**src/rtl/bcd_pkg.sv**
```systemverilog
// Seven-segment codes (active-low, {g,f,e,d,c,b,a}) and the BCD-to-segment decoder
// shared by the counter digits and the display register.
package bcd_pkg;

  localparam logic [3:0] DIGIT_MAX = 4'd9;

  localparam logic [6:0] SEG_0     = 7'b1000000;
  localparam logic [6:0] SEG_1     = 7'b1111001;
  localparam logic [6:0] SEG_2     = 7'b0100100;
  localparam logic [6:0] SEG_3     = 7'b0110000;
  localparam logic [6:0] SEG_4     = 7'b0011001;
  localparam logic [6:0] SEG_5     = 7'b0010010;
  localparam logic [6:0] SEG_6     = 7'b0000010;
  localparam logic [6:0] SEG_7     = 7'b1111000;
  localparam logic [6:0] SEG_8     = 7'b0000000;
  localparam logic [6:0] SEG_9     = 7'b0010000;
  localparam logic [6:0] SEG_BLANK = 7'b1111111;

  function automatic logic [6:0] bcd_to_seg(input logic [3:0] d);
    case (d)
      4'd0:    bcd_to_seg = SEG_0;
      4'd1:    bcd_to_seg = SEG_1;
      4'd2:    bcd_to_seg = SEG_2;
      4'd3:    bcd_to_seg = SEG_3;
      4'd4:    bcd_to_seg = SEG_4;
      4'd5:    bcd_to_seg = SEG_5;
      4'd6:    bcd_to_seg = SEG_6;
      4'd7:    bcd_to_seg = SEG_7;
      4'd8:    bcd_to_seg = SEG_8;
      4'd9:    bcd_to_seg = SEG_9;
      default: bcd_to_seg = SEG_BLANK;
    endcase
  endfunction

endpackage

```
**src/rtl/bcd_digit.sv**
```systemverilog
// One registered BCD digit: clear > load > step. carry_out is combinational so the
// carry/borrow ripples through all digits within the same step cycle.
module bcd_digit
  import bcd_pkg::*;
(
  input  logic       iClk,
  input  logic       iRst,
  input  logic       step_in,
  input  logic       up,
  input  logic       clear,
  input  logic       load,
  input  logic [3:0] load_val,
  output logic [3:0] digit,
  output logic       carry_out
);

  assign carry_out = step_in & (up ? (digit == DIGIT_MAX) : (digit == 4'd0));

  always_ff @(posedge iClk or negedge iRst) begin
    if (!iRst) begin
      digit <= 4'd0;
    end else if (clear) begin
      digit <= 4'd0;
    end else if (load) begin
      // Non-decimal load nibbles are forced to 0 so the digit never leaves 0..9
      digit <= (load_val > DIGIT_MAX) ? 4'd0 : load_val;
    end else if (step_in) begin
      if (up) digit <= (digit == DIGIT_MAX) ? 4'd0 : digit + 4'd1;
      else    digit <= (digit == 4'd0) ? DIGIT_MAX : digit - 4'd1;
    end
  end

endmodule

```
**src/rtl/bcd_counter_display.sv**
```systemverilog
// Multi-digit BCD up/down counter stepped by rising edges of the asynchronous iTick,
// with wrap pulse and a registered seven-segment display one cycle behind the count.
module bcd_counter_display
  import bcd_pkg::*;
#(
  parameter int DIGITS   = 4,
  parameter bit BLANK_LZ = 1'b0
) (
  input  logic                iClk,
  input  logic                iRst,
  input  logic                iTick,
  input  logic                iEn,
  input  logic                iUp,
  input  logic                iClear,
  input  logic                iLoad,
  input  logic [4*DIGITS-1:0] iLoadVal,
  output logic [4*DIGITS-1:0] oBcd,
  output logic [7*DIGITS-1:0] oSeg,
  output logic                oWrap
);

  logic s1, s2, s3;
  logic step;
  logic [DIGITS:0] chain;
  logic [7*DIGITS-1:0] seg_nxt;
  logic lead;

  // Flops reset high so a tick already high at reset release is not seen as an edge
  always_ff @(posedge iClk or negedge iRst) begin
    if (!iRst) begin
      s1 <= 1'b1;
      s2 <= 1'b1;
      s3 <= 1'b1;
    end else begin
      s1 <= iTick;
      s2 <= s1;
      s3 <= s2;
    end
  end

  assign step     = s2 & ~s3;
  assign chain[0] = step & iEn & ~iClear & ~iLoad;

  for (genvar g = 0; g < DIGITS; g++) begin : g_digit
    bcd_digit u_digit (
      .iClk      (iClk),
      .iRst      (iRst),
      .step_in   (chain[g]),
      .up        (iUp),
      .clear     (iClear),
      .load      (iLoad),
      .load_val  (iLoadVal[4*g +: 4]),
      .digit     (oBcd[4*g +: 4]),
      .carry_out (chain[g+1])
    );
  end

  // Carry out of the top digit means every digit rolled over
  always_ff @(posedge iClk or negedge iRst) begin
    if (!iRst) oWrap <= 1'b0;
    else       oWrap <= chain[DIGITS];
  end

  always_comb begin
    seg_nxt = '0;
    lead    = 1'b1;
    for (int i = DIGITS - 1; i >= 0; i--) begin
      if (BLANK_LZ && lead && (i != 0) && (oBcd[4*i +: 4] == 4'd0))
        seg_nxt[7*i +: 7] = SEG_BLANK;
      else
        seg_nxt[7*i +: 7] = bcd_to_seg(oBcd[4*i +: 4]);
      if (oBcd[4*i +: 4] != 4'd0) lead = 1'b0;
    end
  end

  always_ff @(posedge iClk or negedge iRst) begin
    if (!iRst) oSeg <= {DIGITS{SEG_0}};
    else       oSeg <= seg_nxt;
  end

endmodule

```
**config.mk**
```make
export PLATFORM = sky130hd
export DESIGN_NAME = bcd_counter_display
export DESIGN_NICKNAME = d
export VERILOG_FILES = /design/src/rtl/bcd_pkg.sv /design/src/rtl/bcd_digit.sv /design/src/rtl/bcd_counter_display.sv
export SDC_FILE = /design/constraint.sdc
export NUM_CORES = 1
export LEC_CHECK = 0
export CAP_MARGIN = 5
export CORE_UTILIZATION = 35
export DETAILED_ROUTE_END_ITERATION = 8
export PLACE_DENSITY = 0.55
export SLEW_MARGIN = 20
export SYNTH_ARGS = -nofsm -noshare
export SYNTH_HDL_FRONTEND = slang
export SYNTH_SLANG_ARGS = --single-unit
```
**constraint.sdc**
```tcl
create_clock -name iClk -period 2.5 [get_ports iClk]
set_input_delay 0.25 -clock iClk [delete_from_list [all_inputs] [get_ports iClk]]
set_output_delay 0.25 -clock iClk [all_outputs]
set_load 0.01 [all_outputs]
```
**Word level (Yosys, flattened, before mapping)**

Memories as Yosys holds them, arrays and structs flattened. A register that Yosys moved wholly into a read port is not among the register bits.
Cells that the tools add are included.

- Bits in registers: 20
- Bits in latches: 0
- RAM bits: 0
- Bits in read-only memories: 448
- Input port bits: 23
- Output and inout port bits: 45
- Word-level logic and storage cells: 83
- Memories kept: 4

Memory list:

| name | words | width | rd ports | clocked after Yosys merged registers in | wr ports | RTL line | source |
|---|---|---|---|---|---|---|---|
| (name not given) | 16 | 7 | 1 | 1 | 0 | bcd_pkg.sv:20 | `case (d)` |
| (name not given) | 16 | 7 | 1 | 1 | 0 | bcd_pkg.sv:20 |  |
| (name not given) | 16 | 7 | 1 | 1 | 0 | bcd_pkg.sv:20 |  |
| (name not given) | 16 | 7 | 1 | 1 | 0 | bcd_pkg.sv:20 |  |

- Add/subtract/negate cells: 8
- Multiply operators: 0
- Div/mod/pow operators: 0
- $lt $le $gt $ge: 4
- Equality and inequality tests: 4
- Shift-type cells: 0
- Multiplexer cells: 32
- Bitwise operators: 11
- Reduce and logical (&&, ||, !) cells: 12

Operators with widths:

| operator | number |
|---|---|
| 4-bit two-way mux | 28 |
| 4-bit by 1-bit adder with 4-bit output, second input constant | 4 |
| 4-bit == test, second input constant | 4 |
| 4-bit greater-than comparator, second input constant | 4 |
| 4-bit zero test | 4 |
| 4-bit by 1-bit subtractor with 4-bit output, second input constant | 4 |
| 3-bit nonzero test | 4 |
| 1-bit AND | 8 |
| 1-bit zero test | 4 |
| 1-bit two-way mux | 4 |
| 1-bit inverter | 3 |

**Depth between registers and ports, before layout**

- Depth after elaboration: 11
- Gate-level depth with buffers: 7
- Mapped depth without buffers: 7

**Hierarchy**

A second synthesis with hierarchy kept.

- Cells, all modules: 365
- Area, all modules: 3269.4 µm²

Modules (own cells, without submodules):

| module | instances | cells an instance | area each (µm²) | seq. area each (µm²) |
|---|---|---|---|---|
| bcd_digit | 4 | 51 | 412.9 | 100.1 |
| bcd_counter_display | 1 | 161 | 1617.8 | 809.5 |

**Worst setup path after synthesis**

No wires, ideal clock.

- Kind: register to register
- Start: register g_digit[0].u_digit.digit[1]
- End: register g_digit[2].u_digit.digit[1]
- Library setup time: 0.125 ns
- Arrival: 1.909 ns
- Required time: 2.375 ns
- Path slack: 0.466 ns
- Stages on the path, launching flop included: 7
- Buffers on the path: 0
- Period minus slack after synthesis: 2.034 ns
- Path through: dfrtp_1 inv_1 ha_1 and3_4 o21a_1 a21oi_2 mux2_2

- Longest elaborated chain between the ends: 5
- Elaborated cells on any way between the ends: 6
- Classes of those cells: eq/ne (1); mux (1); bitwise (2); reduce/logical (2)

Ends and longest elaborated chain:

| what | RTL line | source |
|---|---|---|
| start, declared | bcd_digit.sv:13 | `output logic [3:0] digit,` |
| start signal, assigned | bcd_digit.sv:26 | `digit <= (load_val > DIGIT_MAX) ? 4'd0 : load_val;` |
| start signal, assigned | bcd_digit.sv:28 | `if (up) digit <= (digit == DIGIT_MAX) ? 4'd0 : digit + 4'd1;` |
| start signal, assigned | bcd_digit.sv:29 | `else digit <= (digit == 4'd0) ? DIGIT_MAX : digit - 4'd1;` |
| 4-bit == test or 4-bit zero test (tied branches) | bcd_digit.sv:17 | `assign carry_out = step_in & (up ? (digit == DIGIT_MAX) : (digit == 4'd0));` |
| 1-bit two-way mux * | bcd_digit.sv:17 |  |
| 1-bit AND * (2 in series) | bcd_digit.sv:17 |  |
| 3-bit nonzero test (no line) * | -- |  |
| end signal, assigned | bcd_digit.sv:26 |  |
| end signal, assigned | bcd_digit.sv:28 |  |
| end signal, assigned | bcd_digit.sv:29 |  |
| end, declared | bcd_digit.sv:13 |  |

Mark *: on every way between the ends. The rest lies on a longest branch, timed or not.
A chain may end at the register's enable or synchronous reset.

**Worst setup path after layout**

- Start: register g_digit[0].u_digit.digit[1]
- End: register g_digit[2].u_digit.digit[0]

The elaborated chain is that of the path after synthesis.

==> metrics <==
Fin. Hold Viols 0; Pwr Density 557 nW/um2; clock share of power 25.3%; CP max-delay cell dfrtp_1; top post-synthesis cells by area dfrtp_1 (34%), ha_1 (8.2%), a21oi_1 (6.6%), dfstp_2 (6.0%), nor2_1 (3.9%); Min-Delay Path Class input port to flop; reg-to-reg startpoint g_digit[0].u_digit.digit[1]$_DFFE_PN0P_; root buffer selected by CTS clkbuf_8; Critical Path, Cell by Cell inv_1 -> ha_1 -> and3_4 -> o21a_1 -> a21oi_2 -> nor2_1 -> a2111oi_2; Crit Path Class flop to flop; H-tree levels 2; P_sw 0.000680 W; Diodes inserted 0; Synth Register Bits 48; routed length per placed instance 14.2 um; RSZ-0062 raised after global routing false; area leader, netlist dfrtp_1; ys async rst share 100%; status completed; TritonCTS Buffers 5; number of cell rows 33; CP Launch Point g_digit[0].u_digit.digit[1]$_DFFE_PN0P_; Boundary Pins 68; CTS tree done; Die Ht 95.2 um; Final nets 449; Placed Cells 503; most common cell in the netlist dfrtp_1; Post-route DRC 0; drt first pass iters 5; Setup violations, final 0; Post-Route Skew 0.00483 ns; Mapped Nets 378; sequential-to-total area share from yosys stat 39.8%; min cycle time layout 2.25 ns; first-pass GRT wire length 12000 um; final antenna-violating net count 0; initial antenna violation count 0; Leak 1.71 nW; cells after synthesis 335; GRT Util Overall 16.9%; Sink Count 48; Initial Util 36.7%; Yosys cell types 56; via density per instance 5.23; worst rel slew slack 65.1%; CP max stage delay 0.49 ns; Mean Syn Cell Area 9.08 um2; area share of the largest cell type after synthesis 33.7%; top post-synthesis cells by count dfrtp_1 (41), a21oi_1 (40), nor2_1 (32); Final WS setup 0.249 ns; Final Non-Filler Cells 512; post-CTS setup buffer count 0; VDD IR max 0.000250 V; die width 95.2 um; clk slew on worst S/H paths 0.09 ns; Area growth, synth to finish 31.4%; Critical Path Sink Type flop; Fill cells 814; crit share post-route 90.1%; Worst Hold Slack 0.350 ns; total gr overflow 0; Comb pwr share 32.7%; initial drt markers 86; setup TNS 0 ns; total of max-cap violations 0; die footprint 9070 um2; clk_lat worst skew 0.30 ns; type of origin of the critical path flop; Cell Int Power 0.00155 W; DR vias 2676; largest net degree at the start of global routing 49; pre-CTS worst setup slack 0.266 ns; worst-margin pin slew 0.523 ns; vias in the first global route 2511; fraction of layout cells with a size suffix above 1 12.5%; HP Start iTick; WL final 7300 um; Post-synth EDFFs 0; Overall Power 0.00223 W; fmax 444 MHz; pins over their slew limit 0; ys flop type dfrtp_1; synthesized area 3040 um2; Flop pwr share 42.0%; Arrival @ worst endpoint 2.44 ns; DP HPWL 5250 um; Max clock buf depth 2; Net Sw Frac 30.5%; core region area 8300 um2; Port Buf Inserts 67; Critical Path RT 2.69 ns; crit path max fanout 8; synth warn 0; GPL Wtd Cong 0.830
==> metrics by stage <==
stage                     area [um2]  utilization (%)
final                           4000             48.2
after global routing            4000             48.2
after CTS                       4000             48.2
after detailed placement        3880             46.8
after global placement          3880             46.8
after floorplan                 3040                -
==> worst max-delay path, delay by kind of cell (launching register included) <==
kind                       cells  cell delay, ns
and+or+nand+nor                2            0.33
DFF                            1            0.49
adders and majority gates      1            0.30
buffers and inverters          1            0.18
AOI/OAI and AO/OA              3            0.85
==> layer usage <==
layer / routed length (um) / global-route usage (%) / vias to the layer above
li1: - / - / 1340
met1: 3480 / 22.5 / 1272
met2: 3500 / 28.4 / 60
met3: 249 / 2.31 / 4
met4: 65 / 4.92 / 0
met5: 0 / 0 / -
==> cell type report <==
cell class	count	area, um2	share of cell area, %
clock buffer	6	72.6	1.81
clock inverter	2	35.0	0.876
inverter	18	67.6	1.69
multi-input combinational	251	1680	41.9
sequential	48	1210	30.3
tap	105	131	3.29
timing repair buffer	82	806	20.2
==> state kept, by name, summed over array words and instances, names as in the netlist <==
name and cells:
s3 1, oSeg 28, s2 1, oWrap 1
s1 1, g_digit.u_digit.digit 16
==> cells by family (layout without fill, tap and decap cells) <==
logic type | after synthesis | in the layout | synth area share (%)
flops | 48 | 48 | 39.8
buf+inv | 36 | 108 | 5.14
xor+xnor | 9 | 9 | 2.59
compound gates | 118 | 118 | 26.3
simple gates | 98 | 98 | 16.0
mux | 6 | 6 | 2.01
fa+ha+maj | 20 | 20 | 8.22
==> cell usage in the layout, fill, tap and decap left out, types with 2 or more instances in the layout <==
cell / count
xor2_1: 5
o31ai_1: 5
dfrtp_1: 41
o41ai_2: 2
nand2_1: 30
or3b_2: 2
clkdlybuf4s50_1: 66
and3b_1: 2
nand2b_1: 8
o21a_1: 3
mux2i_1: 5
dfstp_2: 7
a21oi_1: 40
nor3_1: 5
nor3b_1: 3
ha_1: 20
clkbuf_8: 5
a2111oi_0: 2
xnor2_1: 4
a2111oi_2: 2
o21bai_1: 3
a221oi_1: 4
nand3_1: 3
inv_1: 17
a21o_1: 2
o21ai_0: 23
a21oi_2: 2
buf_4: 12
nor2_1: 32
a211o_1: 2
buf_12: 2
a31oi_1: 8
a211oi_1: 8
or2_2: 5
==> power by group through the flow <==
stage               Sequential (W)  Combinational [W]  Clock, W
finish                    0.000937           0.000728  0.000564
global route              0.000953           0.000805  0.000616
floorplan                  0.00100           0.000339         0
global placement          0.000951           0.000730         0
CTS                       0.000939           0.000734  0.000580
detailed placement        0.000954           0.000730         0
==> repair_timing <==
action | CTS | global route
setup endpoints to repair | 0 | 0
endpoints found under the hold margin | 41 | 0
gates resized for setup | 0 | 0
hold buffers | 1 | 0
==> worst paths after layout <==
check	to	slack [ns]	cells past startpoint
min in group asynchronous	oSeg[4]$_DFF_PN0_	0.46	3
min reg2reg	s2$_DFF_PN1_	0.36	0
min	s1$_DFF_PN1_	0.35	1
max in group asynchronous	oSeg[27]$_DFF_PN1_	1.75	3
max reg2reg	g_digit[2].u_digit.digit[0]$_DFFE_PN0P_	0.25	7
max	g_digit[2].u_digit.digit[0]$_DFFE_PN0P_	0.25	7
Power figures use the tool's default switching activity.
